$ cat src/rtl/mem_ctrl_if.sv
// Data-bus req/ack handshake between mem_ctrl (master) and data memory (slave).
interface mem_ctrl_if #(
  parameter int ADDR_W = 32,
  parameter int DATA_W = 32
);
  logic              req;
  logic              we;
  logic [ADDR_W-1:0] addr;
  logic [3:0]        be;
  logic [DATA_W-1:0] wdata;
  logic              ack;
  logic [DATA_W-1:0] rdata;
  logic              err;

  modport master (output req, we, addr, be, wdata, input ack, rdata, err);
  modport slave  (input req, we, addr, be, wdata, output ack, rdata, err);
endinterface

$ cat src/rtl/mem_ctrl.sv
// MEM-stage load/store sequencer: one req/ack bus transaction per load/store, pipeline stalled meanwhile.
// Optional feature: define MEM_MISALIGN_TRAP_EN to trap misaligned half/word accesses without a bus cycle.
`ifndef RADDR_WIDTH
`define RADDR_WIDTH 5
`endif
`ifndef RDATA_WIDTH
`define RDATA_WIDTH 32
`endif
`ifndef ZERO_REG
`define ZERO_REG 5'd0
`endif
`ifndef WRITE_DISABLE
`define WRITE_DISABLE 1'b0
`endif
`ifndef ZERO
`define ZERO 32'h0000_0000
`endif

module mem_ctrl #(
  parameter int ADDR_W = 32,
  parameter int DATA_W = 32
) (
  input  logic                    clk_i,
  input  logic                    rst_n_i,
  input  logic                    op_valid_i,
  input  logic                    op_we_i,
  input  logic [1:0]              op_size_i,
  input  logic                    op_unsigned_i,
  input  logic [ADDR_W-1:0]       op_addr_i,
  input  logic [DATA_W-1:0]       op_wdata_i,
  input  logic [`RADDR_WIDTH-1:0] reg_waddr_i,
  input  logic                    reg_we_i,
  input  logic [`RDATA_WIDTH-1:0] reg_wdata_i,
  output logic [`RADDR_WIDTH-1:0] reg_waddr_o,
  output logic                    reg_we_o,
  output logic [`RDATA_WIDTH-1:0] reg_wdata_o,
  output logic                    stall_o,
  output logic                    exc_o,
  output logic [ADDR_W-1:0]       exc_addr_o,
  mem_ctrl_if.master              bus
);

  typedef enum logic [1:0] {IDLE = 2'd0, REQ = 2'd1, DONE = 2'd2} state_e;

  state_e            state_r;
  state_e            state_next_s;
  logic              misalign_s;
  logic              start_s;
  logic [1:0]        size_r;
  logic [1:0]        lane_r;
  logic              uns_r;
  logic [ADDR_W-1:0] fault_addr_r;
  logic [DATA_W-1:0] rdata_r;
  logic              err_r;

  function automatic logic [3:0] calc_be(input logic [1:0] size, input logic [1:0] lane);
    logic [3:0] be;
    case (size)
      2'b00:   be = 4'b0001 << lane;
      2'b01:   be = 4'b0011 << {lane[1], 1'b0};
      default: be = 4'b1111;
    endcase
    return be;
  endfunction

  function automatic logic [31:0] store_data(input logic [1:0] size, input logic [31:0] wd);
    logic [31:0] d;
    case (size)
      2'b00:   d = {4{wd[7:0]}};
      2'b01:   d = {2{wd[15:0]}};
      default: d = wd;
    endcase
    return d;
  endfunction

  function automatic logic [31:0] load_extend(input logic [31:0] data, input logic [1:0] size,
                                              input logic [1:0] lane, input logic uns);
    logic [7:0]  b;
    logic [15:0] h;
    logic [31:0] r;
    b = data[{lane, 3'b000} +: 8];
    h = data[{lane[1], 4'b0000} +: 16];
    case (size)
      2'b00:   r = {{24{b[7] & ~uns}}, b};
      2'b01:   r = {{16{h[15] & ~uns}}, h};
      default: r = data;
    endcase
    return r;
  endfunction

`ifdef MEM_MISALIGN_TRAP_EN
  assign misalign_s = ((op_size_i == 2'b01) && op_addr_i[0]) ||
                      (op_size_i[1] && (op_addr_i[1:0] != 2'b00));
`else
  assign misalign_s = 1'b0;
`endif

  assign start_s = op_valid_i & ~misalign_s;

  // State register.
  always_ff @(posedge clk_i or negedge rst_n_i) begin
    if (!rst_n_i) begin
      state_r <= IDLE;
    end else begin
      state_r <= state_next_s;
    end
  end

  // Next-state logic; ack is only honoured while a request is outstanding.
  always_comb begin
    state_next_s = IDLE;
    case (state_r)
      IDLE:    state_next_s = start_s ? REQ : IDLE;
      REQ:     state_next_s = bus.ack ? DONE : REQ;
      DONE:    state_next_s = IDLE;
      default: state_next_s = IDLE;
    endcase
  end

  // Bus request registers and captured response.
  always_ff @(posedge clk_i or negedge rst_n_i) begin
    if (!rst_n_i) begin
      bus.req      <= 1'b0;
      bus.we       <= 1'b0;
      bus.addr     <= {ADDR_W{1'b0}};
      bus.be       <= 4'b0000;
      bus.wdata    <= {DATA_W{1'b0}};
      size_r       <= 2'b00;
      lane_r       <= 2'b00;
      uns_r        <= 1'b0;
      fault_addr_r <= {ADDR_W{1'b0}};
      rdata_r      <= {DATA_W{1'b0}};
      err_r        <= 1'b0;
    end else begin
      case (state_r)
        IDLE: begin
          if (start_s) begin
            bus.req      <= 1'b1;
            bus.we       <= op_we_i;
            bus.addr     <= {op_addr_i[ADDR_W-1:2], 2'b00};
            bus.be       <= calc_be(op_size_i, op_addr_i[1:0]);
            bus.wdata    <= store_data(op_size_i, op_wdata_i);
            size_r       <= op_size_i;
            lane_r       <= op_addr_i[1:0];
            uns_r        <= op_unsigned_i;
            fault_addr_r <= op_addr_i;
          end
        end
        REQ: begin
          if (bus.ack) begin
            bus.req <= 1'b0;
            rdata_r <= bus.rdata;
            err_r   <= bus.err;
          end
        end
        default: ;
      endcase
    end
  end

  // Pipeline-facing outputs; forced to their idle values while reset is asserted.
  always_comb begin
    stall_o     = 1'b0;
    exc_o       = 1'b0;
    exc_addr_o  = {ADDR_W{1'b0}};
    reg_waddr_o = reg_waddr_i;
    reg_we_o    = reg_we_i;
    reg_wdata_o = reg_wdata_i;
    if (!rst_n_i) begin
      reg_waddr_o = `ZERO_REG;
      reg_we_o    = `WRITE_DISABLE;
      reg_wdata_o = `ZERO;
    end else begin
      case (state_r)
        IDLE: begin
          if (op_valid_i) begin
            reg_we_o = 1'b0;
            if (misalign_s) begin
              exc_o      = 1'b1;
              exc_addr_o = op_addr_i;
            end else begin
              stall_o = 1'b1;
            end
          end else begin
            stall_o = 1'b0;
          end
        end
        REQ: begin
          stall_o  = 1'b1;
          reg_we_o = 1'b0;
        end
        DONE: begin
          if (bus.we) begin
            reg_we_o = 1'b0;
          end else begin
            reg_we_o    = reg_we_i & ~err_r;
            reg_wdata_o = load_extend(rdata_r, size_r, lane_r, uns_r);
          end
          if (err_r) begin
            exc_o      = 1'b1;
            exc_addr_o = fault_addr_r;
          end else begin
            exc_o = 1'b0;
          end
        end
        default: stall_o = 1'b0;
      endcase
    end
  end

endmodule

$ cat src/flat_wrapper.sv
// flat-port wrapper written by rule: the top's interface ports become plain ports
module mem_ctrl_flat 
#(
  parameter int ADDR_W = 32,
  parameter int DATA_W = 32
)
  (clk_i, rst_n_i, op_valid_i, op_we_i, op_size_i, op_unsigned_i, op_addr_i, op_wdata_i, reg_waddr_i, reg_we_i, reg_wdata_i, reg_waddr_o, reg_we_o, reg_wdata_o, stall_o, exc_o, exc_addr_o, bus_req, bus_we, bus_addr, bus_be, bus_wdata, bus_ack, bus_rdata, bus_err);
  mem_ctrl_if #(.ADDR_W(ADDR_W), .DATA_W(DATA_W)) bus_i ();
  input  logic clk_i;
  input  logic rst_n_i;
  input  logic op_valid_i;
  input  logic op_we_i;
  input  logic [1:0] op_size_i;
  input  logic op_unsigned_i;
  input  logic [ADDR_W-1:0] op_addr_i;
  input  logic [DATA_W-1:0] op_wdata_i;
  input  logic [`RADDR_WIDTH-1:0] reg_waddr_i;
  input  logic reg_we_i;
  input  logic [`RDATA_WIDTH-1:0] reg_wdata_i;
  output logic [`RADDR_WIDTH-1:0] reg_waddr_o;
  output logic reg_we_o;
  output logic [`RDATA_WIDTH-1:0] reg_wdata_o;
  output logic stall_o;
  output logic exc_o;
  output logic [ADDR_W-1:0] exc_addr_o;
  output wire logic [$bits(bus_i.req)-1:0] bus_req;
  output wire logic [$bits(bus_i.we)-1:0] bus_we;
  output wire logic [$bits(bus_i.addr)-1:0] bus_addr;
  output wire logic [$bits(bus_i.be)-1:0] bus_be;
  output wire logic [$bits(bus_i.wdata)-1:0] bus_wdata;
  input wire logic [$bits(bus_i.ack)-1:0] bus_ack;
  input wire logic [$bits(bus_i.rdata)-1:0] bus_rdata;
  input wire logic [$bits(bus_i.err)-1:0] bus_err;
  assign bus_req = bus_i.req;
  assign bus_we = bus_i.we;
  assign bus_addr = bus_i.addr;
  assign bus_be = bus_i.be;
  assign bus_wdata = bus_i.wdata;
  assign bus_i.ack = bus_ack;
  assign bus_i.rdata = bus_rdata;
  assign bus_i.err = bus_err;
  mem_ctrl #(.ADDR_W(ADDR_W), .DATA_W(DATA_W)) u_core (.clk_i(clk_i), .rst_n_i(rst_n_i), .op_valid_i(op_valid_i), .op_we_i(op_we_i), .op_size_i(op_size_i), .op_unsigned_i(op_unsigned_i), .op_addr_i(op_addr_i), .op_wdata_i(op_wdata_i), .reg_waddr_i(reg_waddr_i), .reg_we_i(reg_we_i), .reg_wdata_i(reg_wdata_i), .reg_waddr_o(reg_waddr_o), .reg_we_o(reg_we_o), .reg_wdata_o(reg_wdata_o), .stall_o(stall_o), .exc_o(exc_o), .exc_addr_o(exc_addr_o), .bus(bus_i));
endmodule
$ cat config.mk
export PLATFORM = sky130hd
export DESIGN_NAME = mem_ctrl_flat
export DESIGN_NICKNAME = d
export VERILOG_FILES = /design/src/rtl/mem_ctrl_if.sv /design/src/rtl/mem_ctrl.sv /design/src/flat_wrapper.sv
export SDC_FILE = /design/constraint.sdc
export NUM_CORES = 1
export LEC_CHECK = 0
export CAP_MARGIN = 20
export CORE_MARGIN = 1.5
export CORE_UTILIZATION = 30
export DETAILED_ROUTE_END_ITERATION = 16
export PLACE_DENSITY = 0.6
export SLEW_MARGIN = 15
export SYNTH_ARGS = -nofsm -noshare
export SYNTH_HDL_FRONTEND = slang
export SYNTH_SLANG_ARGS = --single-unit
$ cat constraint.sdc
create_clock -name clk_i -period 2.1 [get_ports clk_i]
set_input_delay 0.42 -clock clk_i [delete_from_list [all_inputs] [get_ports clk_i]]
set_output_delay 0.42 -clock clk_i [all_outputs]
set_load 0.05 [all_outputs]
### Word-level counts from Yosys, hierarchy flattened

Index checks and enable logic that the tools add are counted.

| operators by class | value |
|---|---|
| eq/ne operators | 6 |
| shift-type cells | 4 |
| multiplexer cells | 26 |
| bitwise gates (word level) | 5 |
| reductions and logical operators | 7 |

Operators with widths:

| cell | count |
|---|---|
| $mux W32 | 6 |
| $pmux W32 S2 | 2 |
| $shiftx A32 B6 Y16 | 1 |
| $shiftx A32 B6 Y8 | 1 |
| $mux W1 | 11 |
| $pmux W4 S2 | 1 |
| $eq A2 B1 Y1 const B | 3 |
| $logic_not A2 Y1 | 3 |
| $mux W5 | 1 |
| $ne A2 B2 Y1 const B | 2 |
| $pmux W1 S2 | 2 |
| $pmux W2 S2 | 1 |
| $reduce_and A2 Y1 | 2 |
| $shl A1 B2 Y4 const A | 1 |
| $shl A2 B2 Y4 const A | 1 |
| $and A1 B1 Y1 | 3 |
| $pmux W1 S3 | 1 |
| $reduce_and A3 Y1 | 1 |
| $eq A2 B2 Y1 const B | 1 |
| $mux W2 | 1 |
| $not A1 Y1 | 2 |
| $reduce_bool A2 Y1 | 1 |

| word-level totals | value |
|---|---|
| flip-flop bits (word level) | 140 |
| input bits | 143 |

### Depth between registers and ports, before layout

Gate-level depths: netlist of run 1.

| depth | value |
|---|---|
| depth after elaboration | 6 |
| depth in mapped cells | 7 |

### Worst setup path after synthesis of run 1

Ideal clock, no wire load.

| timing | value |
|---|---|
| path type | register -> output |
| start point | register u_core.size_r[1] |
| end point | output reg_wdata_o[20] |
| arrival | 2.259 ns |
| data required time | 1.680 ns |
| setup slack | -0.579 ns |
| cell stages (with the launch flop) | 6 |
| path buffers | 2 |
| cell sequence | dfrtp_1 -> buf_2 -> nor2_1 -> clkbuf_1 -> a21oi_1 -> o21ai_0 |

| on the way | value |
|---|---|
| longest elaborated chain between the ends | 5 |

RTL lines:

| item | line | source |
|---|---|---|
| from (decl) | mem_ctrl.sv:49 | `logic [1:0] size_r;` |
| from (signal assigned) | mem_ctrl.sv:143 | `size_r <= op_size_i;` |
| $eq A2 B1 Y1 / $logic_not A2 Y1 (equally long branches) | mem_ctrl.sv:83 | `case (size)` |
| $pmux W32 S2 * | mem_ctrl.sv:83 |  |
| $mux W32 * | mem_ctrl.sv:193 | `if (bus.we) begin` |
| $mux W32 * | mem_ctrl.sv:174 | `case (state_r)` |
| $mux W32 * | mem_ctrl.sv:169 | `if (!rst_n_i) begin` |
| to (decl) | flat_wrapper.sv:22 | `` output logic [`RDATA_WIDTH-1:0] reg_wdata_o; `` |

Every way passes the cells marked *; elsewhere a longest branch is shown, timed or not.

==> impl_metrics.json, run 1 <==
{
  "p_int_mw": 5.683,
  "drc_errors": 0,
  "clk_latency_ns": 0.37,
  "syn_inst": 739,
  "avgViaCountPerCell": 4.673,
  "powerDensity_nw_per_um2": 955.7,
  "yosys_warnings": 0,
  "num_rows": 51,
  "cp_top_family": "buffers and inverters",
  "grt_pass1_wl_um": 32600,
  "grt_overflow_total": 0,
  "clkTransAtPathRegs_ns": 0.08,
  "relSlewSlack": 0.4187,
  "slew_violations": 0,
  "seqPwrFrac": 0.306,
  "timing.fmax_mhz": 408.0,
  "final_util": 0.5523,
  "fin_cells": 1285,
  "synth_ff_type": "dfrtp_1",
  "dr.first_iter.drc_count": 207,
  "startpoint_type": "flop",
  "setup_slack_ns": -0.3512,
  "criticalPathCategory": "reg2out",
  "syn-cell-area_um2": 6032,
  "worstPathCellList": "or2_4, mux2i_4, o2111ai_4, buf_12, buf_12, o21ai_4, buf_12",
  "seq_area_frac_synth": 0.4480,
  "core_area_um2": 19590,
  "setup_viol": 65,
  "finalNetCount": 1158,
  "place.gp.congestion": 0.8724,
  "cts_buffer_depth": 2,
  "comb_power_share": 0.523,
  "arrival_ns": 2.03,
  "post-place-ws_ns": -0.09801,
  "n_fill_cell": 1783,
  "dr.pass1.iters": 4,
  "area_delta_synth_final_pct": 79.38,
  "die_x_um": 144.8,
  "crit_slowest_cell": "dfrtp_1",
  "end_kind": "output port",
  "clock-sinks": 108,
  "async_reset_ff_frac": 1.000,
  "grt_pass1_vias": 5850,
  "cp.required_ns": 1.68,
  "ir_drop_mv": 0.4891,
  "die_area_um2": 20970,
  "grt_max_degree": 75,
  "start_util": 0.3079,
  "p_switching_mw": 4.658,
  "worst_pin_slew_ns": 0.8719,
  "synth_edf_count": 0,
  "critical_path.max_fanout": 10,
  "cts_root_buf": "clkbuf_16",
  "tritoncts": "built",
  "drive_gt1_frac": 0.2343,
  "violations": "negative setup slack",
  "dp_cells": 1252,
  "antenna_found_initial": 0,
  "antennaDiodeCount": 0,
  "ys_ff_latch": 108,
  "antenna_left": 0,
  "path_buf_inv": 3,
  "p_leak_nw": 4.780,
  "die_h_um": 144.8,
  "cts-htree-levels": 3,
  "syn_avg_cell_area_um2": 8.162,
  "grt_usage": 0.2058,
  "hp-class": "in2async",
  "fin_crit_ns": 2.451,
  "slowest_delay_ns": 0.39,
  "drv_cap": 0,
  "synth.distinct_cells": 44,
  "numCtsBuffers": 9,
  "post_drt_wl_per_cell_um": 17.02,
  "cp_common_cell": "buf_12",
  "rsz0062_at_grt": "true",
  "p_clk_frac": 0.171,
  "io_buffers": 282,
  "outcome": "complete, but fails checks",
  "swShare": 0.4504,
  "io_pins": 285,
  "final_hold_viol_count": 0,
  "dr_total_vias": 6005,
  "fin_crit_sh": 1.167,
  "hpwl_um": 16110,
  "finalClockSkew_ns": 0.01285,
  "wirelength_um": 21870
}
==> through the flow <==
step                cell area, um2  setup TNS (ns)  power [mW]  hold WS (ns)
floorplan                     6261          -1.812       6.258        0.1244
global placement             10000         -0.5826       8.082        0.2647
detailed placement           10000          -1.284       8.116        0.2663
CTS                          10610          -16.43       10.20       0.07668
global route                 10820          -19.62       10.86       0.09301
finish                       10820          -15.79       10.34       0.08568
==> metal layers <==
layer / up-vias / routed length (um) / track usage
met1: 2778 / 8700 / 0.2505
met4: 0 / 335 / 0.04678
met5: - / 0 / 0
met3: 23 / 2217 / 0.07239
met2: 256 / 10620 / 0.3491
li1: 2948 / - / -
==> path summary, 6_finish.rpt <==
path / from / endpoint / slack (ns) / depth (start not counted)
max: u_core.fault_addr_r[0] / reg_wdata_o[24] / -0.35 / 7
min: rst_n_i / u_core.rdata_r[10] / 0.09 / 2
max reg2reg: u_core.state_r[0] / u_core.fault_addr_r[1] / 0.54 / 7
min reg2reg: u_core.bus.wdata[6] / u_core.bus.wdata[6] / 0.48 / 2
max in group asynchronous: rst_n_i / u_core.size_r[1] / 1.12 / 2
min in group clk_i: u_core.bus.wdata[6] / u_core.bus.wdata[6] / 0.48 / 2
==> power groups by stage <==
stage	combinational [mW]	clock, mW	sequential, mW
after floorplan	2.55	0	3.70
after global placement	4.94	0	3.15
after detailed placement	4.96	0	3.16
after CTS	5.21	1.84	3.15
after global routing	5.72	1.90	3.24
final	5.41	1.77	3.16
==> sequential cells by signal, indices dropped and copies added, names as in the netlist <==
register,flops
u_core.bus.addr,1
u_core.bus.be,4
u_core.bus.req,1
u_core.bus.wdata,32
u_core.bus.we,1
u_core.err_r,1
u_core.fault_addr_r,31
u_core.rdata_r,32
u_core.size_r,2
u_core.state_r,2
u_core.uns_r,1
==> cell usage in the layout (no fill, tap or decap), drive strengths merged, types with 5 or more instances in the layout <==
cell | netlist | layout
a21oi | 48 | 48
and2 | 42 | 42
buf | 56 | 143
clkbuf | 29 | 9
clkdlybuf4s50 | 0 | 205
dfrtp | 108 | 108
inv | 4 | 9
mux2i | 29 | 29
nand2 | 274 | 274
nand3b | 9 | 9
nor2 | 19 | 19
o211ai | 8 | 8
o21a | 5 | 5
o21ai | 57 | 57
o22ai | 6 | 6
==> cells in the mapped netlist (3+ instances only) <==
cell / n / area, um2
a21oi_1: 47 / 235.2
a221oi_1: 3 / 26.28
a22o_1: 3 / 26.28
a31oi_1: 4 / 25.02
and2_1: 42 / 262.8
buf_2: 21 / 105.1
buf_4: 32 / 240.2
buf_6: 3 / 33.78
clkbuf_1: 29 / 108.9
dfrtp_1: 108 / 2703
inv_1: 4 / 15.01
mux2i_1: 28 / 280.3
mux4_1: 3 / 78.83
nand2_1: 274 / 1028
nand2b_1: 4 / 25.02
nand3_1: 4 / 20.02
nand3b_1: 9 / 67.56
nor2_1: 18 / 67.56
nor2b_1: 4 / 25.02
o211ai_1: 8 / 60.06
o21a_1: 5 / 37.54
o21ai_0: 40 / 200.2
o21ai_1: 7 / 35.03
o21ai_2: 10 / 87.58
o22ai_1: 6 / 37.54
==> layout make-up <==
type	count	area, um2	share of cell area
Tap cell	265	331.6	0.03064
Sequential cell	108	2705	0.2500
Inverter	6	25.02	0.002313
Clock inverter	7	86.33	0.007979
Multi-Input combinational cell	541	3321	0.3069
Timing Repair Buffer	349	4126	0.3814
Clock buffer	9	225.2	0.02081
==> logic make-up (layout without fill, tap and decap cells) <==
logic type             after synthesis  after routing  share of synthesized area
AO/OA/AOI/OAI                      143            143                     0.1433
buffers and inverters               91            371                    0.08463
flip-flops                         108            108                     0.4480
multiplexers                        33             33                    0.06368
other                                1              2                  0.0006217
AND/OR/NAND/NOR                    363            363                     0.2597
==> repair_timing <==
| action | CTS | global route |
|---|---|---|
| hold buffers | 1 | 0 |
| pin swaps | 9 | 12 |
| endpoints found under the setup margin | 66 | 66 |
| resized for setup | 48 | 32 |
| buffers inserted | 8 | 9 |
| hold endpoints to repair | 7 | 0 |
Note: power is estimated with default switching activity, not from simulation.
==> inputs of run 2 (changes only) <==
- CORE_MARGIN: 1.5 -> not set
==> run 2 against run 1 <==
  * The run still ends with negative setup slack left
  * First-iteration DRC count increased by 22%
  * Clock skew up 0.0014 ns
  * Global-route usage increased by 1.4 points
  * Fmax is 2.2% higher
  * Clock-buffer cell count stayed put
  * Critical endpoint is now reg_wdata_o[31]
  * Largest cell class unchanged
==> impl_metrics.json, run 2 (synthesis gave the netlist of run 1 again) <==
{
  "outcome": "complete, but fails checks",
  "violations": "negative setup slack",
  "final_util": 0.5484,
  "core_area_um2": 19590,
  "numCtsBuffers": 9,
  "crit_slowest_cell": "dfrtp_1",
  "worst_hold_slack_ns": 0.03219,
  "path_buf_inv": 3,
  "drc_errors": 0,
  "tritoncts": "built",
  "antenna_found_initial": 2,
  "wirelength_um": 22250,
  "dr.first_iter.drc_count": 253,
  "total_power_mw": 10.10,
  "fin_crit_ns": 2.398,
  "cts_root_buf": "clkbuf_16",
  "place.gp.congestion": 0.8207,
  "clock-sinks": 108,
  "clk_latency_ns": 0.36,
  "grt_pass1_wl_um": 33910,
  "avgViaCountPerCell": 4.677,
  "antennaDiodeCount": 0,
  "criticalPathCategory": "reg2out",
  "cp_top_family": "buffers and inverters",
  "io_pins": 285,
  "drive_gt1_frac": 0.2510,
  "finalNetCount": 1154,
  "layout_commonest_cell": "nand2_1",
  "design_area_um2": 10740,
  "num_rows": 51,
  "antenna_left": 0,
  "worstPathCellList": "buf_4, o2111ai_2, buf_12, o21ai_2, buf_12",
  "die_x_um": 143.8,
  "critical_path.max_fanout": 16,
  "p_leak_nw": 4.783,
  "setup_viol": 65,
  "reg_top3": "u_core.bus.wdata x32, u_core.rdata_r x32, u_core.fault_addr_r x31",
  "slowest_delay_ns": 0.55,
  "post_drt_wl_per_cell_um": 17.37,
  "placedInstanceArea_um2": 9935,
  "dr.pass1.iters": 4,
  "cts-htree-levels": 3,
  "timing.fmax_mhz": 417.1,
  "rsz0062_at_grt": "true",
  "cp.required_ns": 1.68,
  "cp-startpoint": "u_core.size_r[1]",
  "worst_pin_slew_ns": 0.5706,
  "hpwl_um": 16170,
  "cp_common_cell": "buf_12",
  "die_h_um": 143.8,
  "start_util": 0.3079,
  "slew_violations": 0,
  "hp-class": "in2async",
  "finalClockSkew_ns": 0.01426,
  "io_buffers": 282,
  "clkTransAtPathRegs_ns": 0.08,
  "cts_buffer_depth": 2,
  "arrival_ns": 1.98,
  "relSlewSlack": 0.6184,
  "grt_usage": 0.2194,
  "grt_overflow_total": 0,
  "grt_pass1_vias": 5991,
  "dr_total_vias": 5991,
  "area_delta_synth_final_pct": 78.12,
  "end_kind": "output port",
  "setup_slack_ns": -0.2977,
  "startpoint_type": "flop",
  "n_fill_cell": 1809,
  "die_area_um2": 20680,
  "powerDensity_nw_per_um2": 940.0,
  "fin_crit_sh": 1.142,
  "ir_drop_mv": 0.5720,
  "r2r-start": "u_core.state_r[0]",
  "final_cell_mix": "nand2_1 (272), clkdlybuf4s50_1 (207), dfrtp_1 (106)",
  "drv_cap": 0,
  "final_hold_viol_count": 0,
  "grt_max_degree": 60
}
==> run 2: changes by cell type in the layout (fill, tap and decap cells not counted), moves of 3 or more <==
cell | before | now
and2_4 | 0 | 32
and2_1 | 32 | 8
and2_2 | 10 | 2
a21oi_4 | 14 | 10
buf_6 | 20 | 16
buf_4 | 49 | 46
o21ai_1 | 10 | 7
o21ai_2 | 3 | 6
==> run 2: power breakdown <==
part	switching [mW]	internal, mW
Combinational	3.10	1.98
Clock	0.872	0.961
Sequential	0.532	2.65
==> run 2: final timing paths <==
check	endpoint	slack (ns)	cells past startpoint
worst min register to register	u_core.bus.wdata[17]	0.48	2
worst max register to register	u_core.bus.wdata[24]	0.55	7
worst max-delay path	reg_wdata_o[31]	-0.30	5
worst min-delay path	u_core.rdata_r[18]	0.03	2
min in group clk_i	u_core.bus.wdata[17]	0.48	2
max in group asynchronous	u_core.size_r[0]	1.32	2
==> run 2: area by class of cell <==
cell class / instances / area, um2 / share of cell area
clock buffer: 9 / 225.2 / 0.02096
clock inverter: 7 / 90.09 / 0.008385
inverter: 6 / 25.02 / 0.002329
multi-input combinational: 541 / 3271 / 0.3044
sequential: 108 / 2705 / 0.2518
tap: 265 / 331.6 / 0.03086
timing repair buffer: 345 / 4096 / 0.3813
==> run 2: metrics by stage <==
| stage | setup slack [ns] | TNS, ns | instances |
|---|---|---|---|
| final | -0.2977 | -13.06 | 1281 |
| after global routing | -0.3831 | -18.25 | 1281 |
| after CTS | -0.3094 | -14.84 | 1279 |
| after detailed placement | -0.1106 | -0.6616 | 1247 |
| after global placement | -0.06208 | -0.2256 | 1247 |
| after floorplan | -0.2035 | -1.812 | 740 |
==> run 2: worst reg2reg max path, delay by kind of cell, from the launching register on <==
family | cells | cell delay, ns
AND/OR/NAND/NOR | 3 | 0.45
buffers and inverters | 3 | 0.49
flip-flops | 1 | 0.40
AO/OA/AOI/OAI | 1 | 0.10
==> run 2: timing repair <==
item	in CTS	in global routing
gates cloned	4	0
pin swaps	21	6
endpoints found under the setup margin	65	66
hold buffers	1	0
endpoints found under the hold margin	5	0
resized for setup	75	27
setup buffers	11	5
==> run 2: layer usage <==
layer	part of all wire	up-vias	global-route usage	wire length, um
li1	-	2938	-	-
met1	0.40	2794	0.2644	8881
met2	0.49	233	0.3710	10860
met3	0.098	22	0.07697	2180
met4	0.014	4	0.05487	307
met5	0.0012	-	0	27
==> inputs of run 3 (changes only) <==
- CORE_UTILIZATION: 30 -> 42
- PLACE_DENSITY: 0.6 -> 0.8
==> run 3 against run 2 <==
  * The run still ends with negative setup slack left
  * Utilization rose by 21 points
  * Routed wire length fell by 1.4%
  * First-iteration DRC count rose by 83%
  * Sequential power barely moved
  * Power fell by 1.7%
  * Worst setup slack got worse by 0.0092 ns
  * Clock skew fell by 0.0070 ns
  * Design area fell by 2.2%
  * Global-route usage rose by 7.7 points
  * Largest cell class unchanged
  * Highest routed layer is now met4
==> impl_metrics.json, run 3 (synthesis gave the netlist of run 1 again) <==
{
  "final_cell_mix": "nand2_1 (273), clkdlybuf4s50_1 (205), dfrtp_1 (106)",
  "die_area_um2": 14850,
  "r2r_setup_slack_ns": 0.53,
  "arrival_ns": 1.99,
  "hpwl_um": 15590,
  "final_util": 0.7542,
  "criticalPathCategory": "reg2out",
  "drive_gt1_frac": 0.2460,
  "startpoint_type": "flop",
  "cp_common_cell": "buf_4",
  "drc_errors": 0,
  "dr.pass1.iters": 7,
  "outcome": "complete, but fails checks",
  "crit_slowest_cell": "dfrtp_2",
  "cts_buffer_depth": 2,
  "relSlewSlack": 0.4452,
  "area_delta_synth_final_pct": 74.24,
  "layout_commonest_cell": "nand2_1",
  "avgViaCountPerCell": 5.211,
  "antennaDiodeCount": 0,
  "wirelength_um": 21950,
  "final_hold_viol_count": 0,
  "finalNetCount": 1150,
  "ir_drop_mv": 0.7001,
  "end_kind": "output port",
  "numCtsBuffers": 9,
  "worst_hold_slack_ns": 0.05503,
  "reg_top3": "u_core.bus.wdata x32, u_core.rdata_r x32, u_core.fault_addr_r x31",
  "clock-sinks": 108,
  "timing.fmax_mhz": 415.5,
  "critical_path.max_fanout": 8,
  "dp_cells": 1160,
  "finalClockSkew_ns": 0.007268,
  "core_area_um2": 13930,
  "grt_pass1_wl_um": 33220,
  "cp.required_ns": 1.68,
  "tritoncts": "built",
  "p_leak_nw": 4.710,
  "die_h_um": 121.8,
  "fin_cells": 1192,
  "slew_violations": 0,
  "hp-class": "in2async",
  "drv_cap": 0,
  "r2r-start": "u_core.state_r[0]",
  "clk_latency_ns": 0.36,
  "clkTransAtPathRegs_ns": 0.08,
  "place.gp.congestion": 0.8608,
  "setup_viol": 64,
  "cts_root_buf": "clkbuf_16",
  "fin_crit_ns": 2.407,
  "num_rows": 43,
  "post_drt_wl_per_cell_um": 18.42,
  "grt_usage": 0.2963,
  "grt_max_degree": 81,
  "setup_slack_ns": -0.3069,
  "antenna_found_initial": 0,
  "n_fill_cell": 955,
  "post-place-ws_ns": -0.08008,
  "grt_overflow_total": 0,
  "design_area_um2": 10510,
  "powerDensity_nw_per_um2": 944.4,
  "antenna_left": 0,
  "dr_total_vias": 6211,
  "rsz0062_at_grt": "true",
  "dr.first_iter.drc_count": 463,
  "worstPathCellList": "buf_4, nor2b_2, a22o_1, a221oi_2, buf_4, a21oi_4, buf_6",
  "violations": "negative setup slack",
  "rr_endpoint": "u_core.fault_addr_r[14]",
  "fin_crit_sh": 1.146,
  "worst_pin_slew_ns": 0.8323,
  "placedInstanceArea_um2": 9746,
  "start_util": 0.4329,
  "cts-htree-levels": 3,
  "io_pins": 285,
  "slowest_delay_ns": 0.47,
  "worst_r2r_path_depth": 7,
  "die_x_um": 121.8,
  "io_buffers": 282,
  "grt_pass1_vias": 6313
}
[run 3: cell types whose count changed in the layout (fill, tap and decap cells not counted), sizes merged]
| cell | change |
|---|---|
| buf | -2 |
| bufinv | -1 |
| clkinv | +2 |
| inv | -4 |
| clkinvlp | +3 |
| clkdlybuf4s50 | -2 |
[run 3: where the power goes]
group          switching (mW)  total [mW]  internal, mW  leakage (nW)
Sequential              0.557        3.21          2.65          1.33
Combinational            3.12        5.07          1.95          3.25
Clock                   0.829        1.64         0.812         0.129
Total                    4.51        9.93          5.42          4.71
[run 3: area by class of cell]
cell class / instances / area, um2 / area share
Clock inverter: 7 / 52.55 / 0.005000
Tap cell: 180 / 225.2 / 0.02143
Timing Repair Buffer: 341 / 4005 / 0.3811
Clock buffer: 9 / 225.2 / 0.02143
Sequential cell: 108 / 2705 / 0.2574
Inverter: 6 / 22.52 / 0.002143
Multi-Input combinational cell: 541 / 3274 / 0.3115
[run 3: worst max-delay path by stage]
stage / startpoint / to / cells after the start
after floorplan: u_core.fault_addr_r[0] / reg_wdata_o[16] / 5
after global placement: u_core.fault_addr_r[1] / reg_wdata_o[15] / 5
after detailed placement: u_core.state_r[0] / reg_wdata_o[30] / 5
after CTS: u_core.fault_addr_r[1] / reg_wdata_o[19] / 6
after global routing: u_core.fault_addr_r[1] / reg_wdata_o[13] / 6
final: u_core.fault_addr_r[1] / reg_wdata_o[1] / 7
[run 3: per-layer routing]
layer  global-route usage  part of all wire
met5                    0                 0
met4              0.09414             0.028
met2               0.5039              0.50
met3               0.1105             0.095
met1               0.3435              0.37
[run 3: worst max-delay path, delay by kind of cell (launching register included)]
family	cells	cell delay (ns)
buf+inv	3	0.51
compound gates	3	0.48
flops	1	0.47
simple gates	1	0.18
[run 3: through the flow]
stage / power, mW / TNS (ns)
3_5_place_dp: 7.985 / -0.8197
2_1_floorplan: 6.258 / -1.812
6_report: 9.926 / -12.64
5_1_grt: 10.37 / -16.97
4_1_cts: 9.854 / -14.50
3_3_place_gp: 7.905 / -0.04579
[run 3: what timing repair did]
action / CTS / global route
gates resized for setup: 83 / 22
setup endpoints to repair: 65 / 66
pin swaps: 10 / 5
hold buffers: 1 / 0
buffers inserted: 8 / 7
endpoints found under the hold margin: 5 / 0
gates cloned: 4 / 0
==> RTL change (flow settings as in run 1) <==
Encoding of `state_e`: now one-hot (3 bits for 3 states).
--- a/src/rtl/mem_ctrl.sv
+++ b/src/rtl/mem_ctrl.sv
@@ -40,7 +40,7 @@
   mem_ctrl_if.master              bus
 );
 
-  typedef enum logic [1:0] {IDLE = 2'd0, REQ = 2'd1, DONE = 2'd2} state_e;
+  typedef enum logic [2:0] {IDLE = 3'b001, REQ = 3'b010, DONE = 3'b100} state_e;
 
   state_e            state_r;
   state_e            state_next_s;
Check against the original RTL: same outputs for any inputs over 4 cycles, from zero or initial values and one cycle with rst_n_i low; so few cycles prove little.
==> RTL change against run 1 <==
  * The flow still finishes with violations (setup timing)
  * Design area is 5.3% higher
  * Wire length is 2.2% lower
  * Critical path depth is 1 lower
  * Power is 37% higher
  * Synthesized area is 0.52% lower
  * Worst setup slack worse by 0.10 ns
  * Sequential cell count is 1 higher
  * Synthesized cell count is 12% lower
  * Combinational power is 56% higher
  * Critical endpoint is now reg_wdata_o[26]
==> RTL change: results (changes against run 1) <==
post_cts_buffers: 13  # +5
max_stage_delay_ns: 0.39  # about the same
dpl.hpwl_mm: 15.8  # -2.1%
yosys_warnings: 0  # unchanged
vias: 5720  # -4.7%
layout-drive-gt1-share_pct: 31.6  # +8.2 points
cts_buffers: 9  # unchanged
hold_class: "input port to async pin"
grt_max_degree: 65  # -13%
h-tree-depth: 3  # unchanged
synth_cells: 647  # -12%
antenna_found_initial: 0  # unchanged
synth_top_flop_cell: "dfrtp_1"
diodes: 0  # unchanged
portBuffers: 282  # unchanged
ys_top_cells_by_area: "dfrtp_1 (45%), nand2_1 (10%), mux2_1 (5.4%)"
ctsLongestPathBuffers: 2  # unchanged
grt_pass1_wl_mm: 32.9  # +0.98%
nNetsFinal: 1096  # -5.4%
violations: "setup timing"
max-vdd-ir-drop_uv: 811  # +66%
cts_root_buf: "clkbuf_16"
grt_use_total_pct: 20.8  # +0.20 points
wl_per_cell_microns: 17.5  # +2.7%
top_regs: "u_core.bus.wdata: 32 flops, u_core.rdata_r: 32 flops, u_core.fault_addr_r: 31 flops"
synth_cell_types: 46  # +4.5%
synthTopCellsByCount: "nand2_1 (164), dfrtp_1 (108), and2_1 (38), clkbuf_1 (33), buf_4 (32)"
fin_setup_tns_ns: -20.16  # -4.37 ns
outcome: "finished, violations left"
fin_cells: 1223  # -4.8%
place_area_sq_mm: 0.0103  # +3.2%
cts_resized: 99  # +110%
clk_transition_reported_paths_ns: 0.07
critPathSlowestCell: "dfrtp_1"
place.gp.congestion: 0.864  # -1.0%
drt_iter0_drc: 173  # -16%
tightestPinTransition_ns: 0.795  # -0.0771 ns
finClkSkew_ns: 0.00809  # -0.00476 ns
ys_seq_area_share_pct: 45.5  # +0.67 points
setup_viol: 66  # +1.5%
first_pass_iters: 4  # unchanged
grt_pass1_vias: 5969  # +2.0%
critical_path.max_fanout: 16  # +6
clk_latency_ns: 0.36
power.leakage_uw: 0.00491  # +2.8%
pre_cts_ws_ns: -0.0960  # +0.00196 ns
async_flop_share_pct: 100  # unchanged
setup_ws_ns: -0.452  # -0.101 ns
critical_path_arrival_ns: 2.13  # +0.10 ns
-- RTL change: cells by family (layout without fill, tap and decap cells) --
logic type / Yosys count / after routing / share of synthesized area (%)
compound gates: 122 / 122 / 13.5
buf+inv: 84 / 394 / 7.74
flops: 109 / 109 / 45.5
mux: 68 / 68 / 13.2
other cells: 1 / 2 / 0.0625
simple gates: 263 / 263 / 20.0
-- RTL change: layout make-up --
type	count	area, sq um
Timing Repair Buffer	369	4490
Tap cell	265	332
Fill cell	1668	8130
Inverter	9	37.5
Clock buffer	12	246
Clock inverter	4	55.1
Sequential cell	109	2730
Multi-Input combinational cell	455	3500
-- RTL change: power by group --
part           switching [uW]  total, uW  internal [uW]
logic                    5060       8460           3410
registers                 825       3950           3120
clock network             802       1770            967
-- RTL change: critical path, delay by kind of cell (launching register included) --
kind | cells | cell delay (ns)
flip-flops | 1 | 0.39
buffers and inverters | 2 | 0.32
AO/OA/AOI/OAI | 3 | 0.67
AND/OR/NAND/NOR | 1 | 0.39
-- RTL change: layer usage --
| layer | up-vias | part of all wire (%) | global-route usage [%] |
|---|---|---|---|
| met2 | 210 | 50 | 36.7 |
| met5 | - | 0 | 0 |
| met4 | 0 | 1.3 | 5.64 |
| li1 | 2777 | - | - |
| met1 | 2718 | 41 | 24.6 |
| met3 | 15 | 7.9 | 5.86 |
-- RTL change: final timing paths --
path	cells past startpoint	end	start	slack [ns]
max	6	reg_wdata_o[26]	u_core.fault_addr_r[0]	-0.45
max in group asynchronous	2	u_core.fault_addr_r[8]	rst_n_i	1.19
min	2	u_core.rdata_r[2]	rst_n_i	0.14
max reg2reg	7	u_core.rdata_r[22]	u_core.state_r[1]	0.34
min in group clk_i	2	u_core.bus.wdata[7]	u_core.bus.wdata[7]	0.48
min reg2reg	2	u_core.bus.wdata[7]	u_core.bus.wdata[7]	0.48
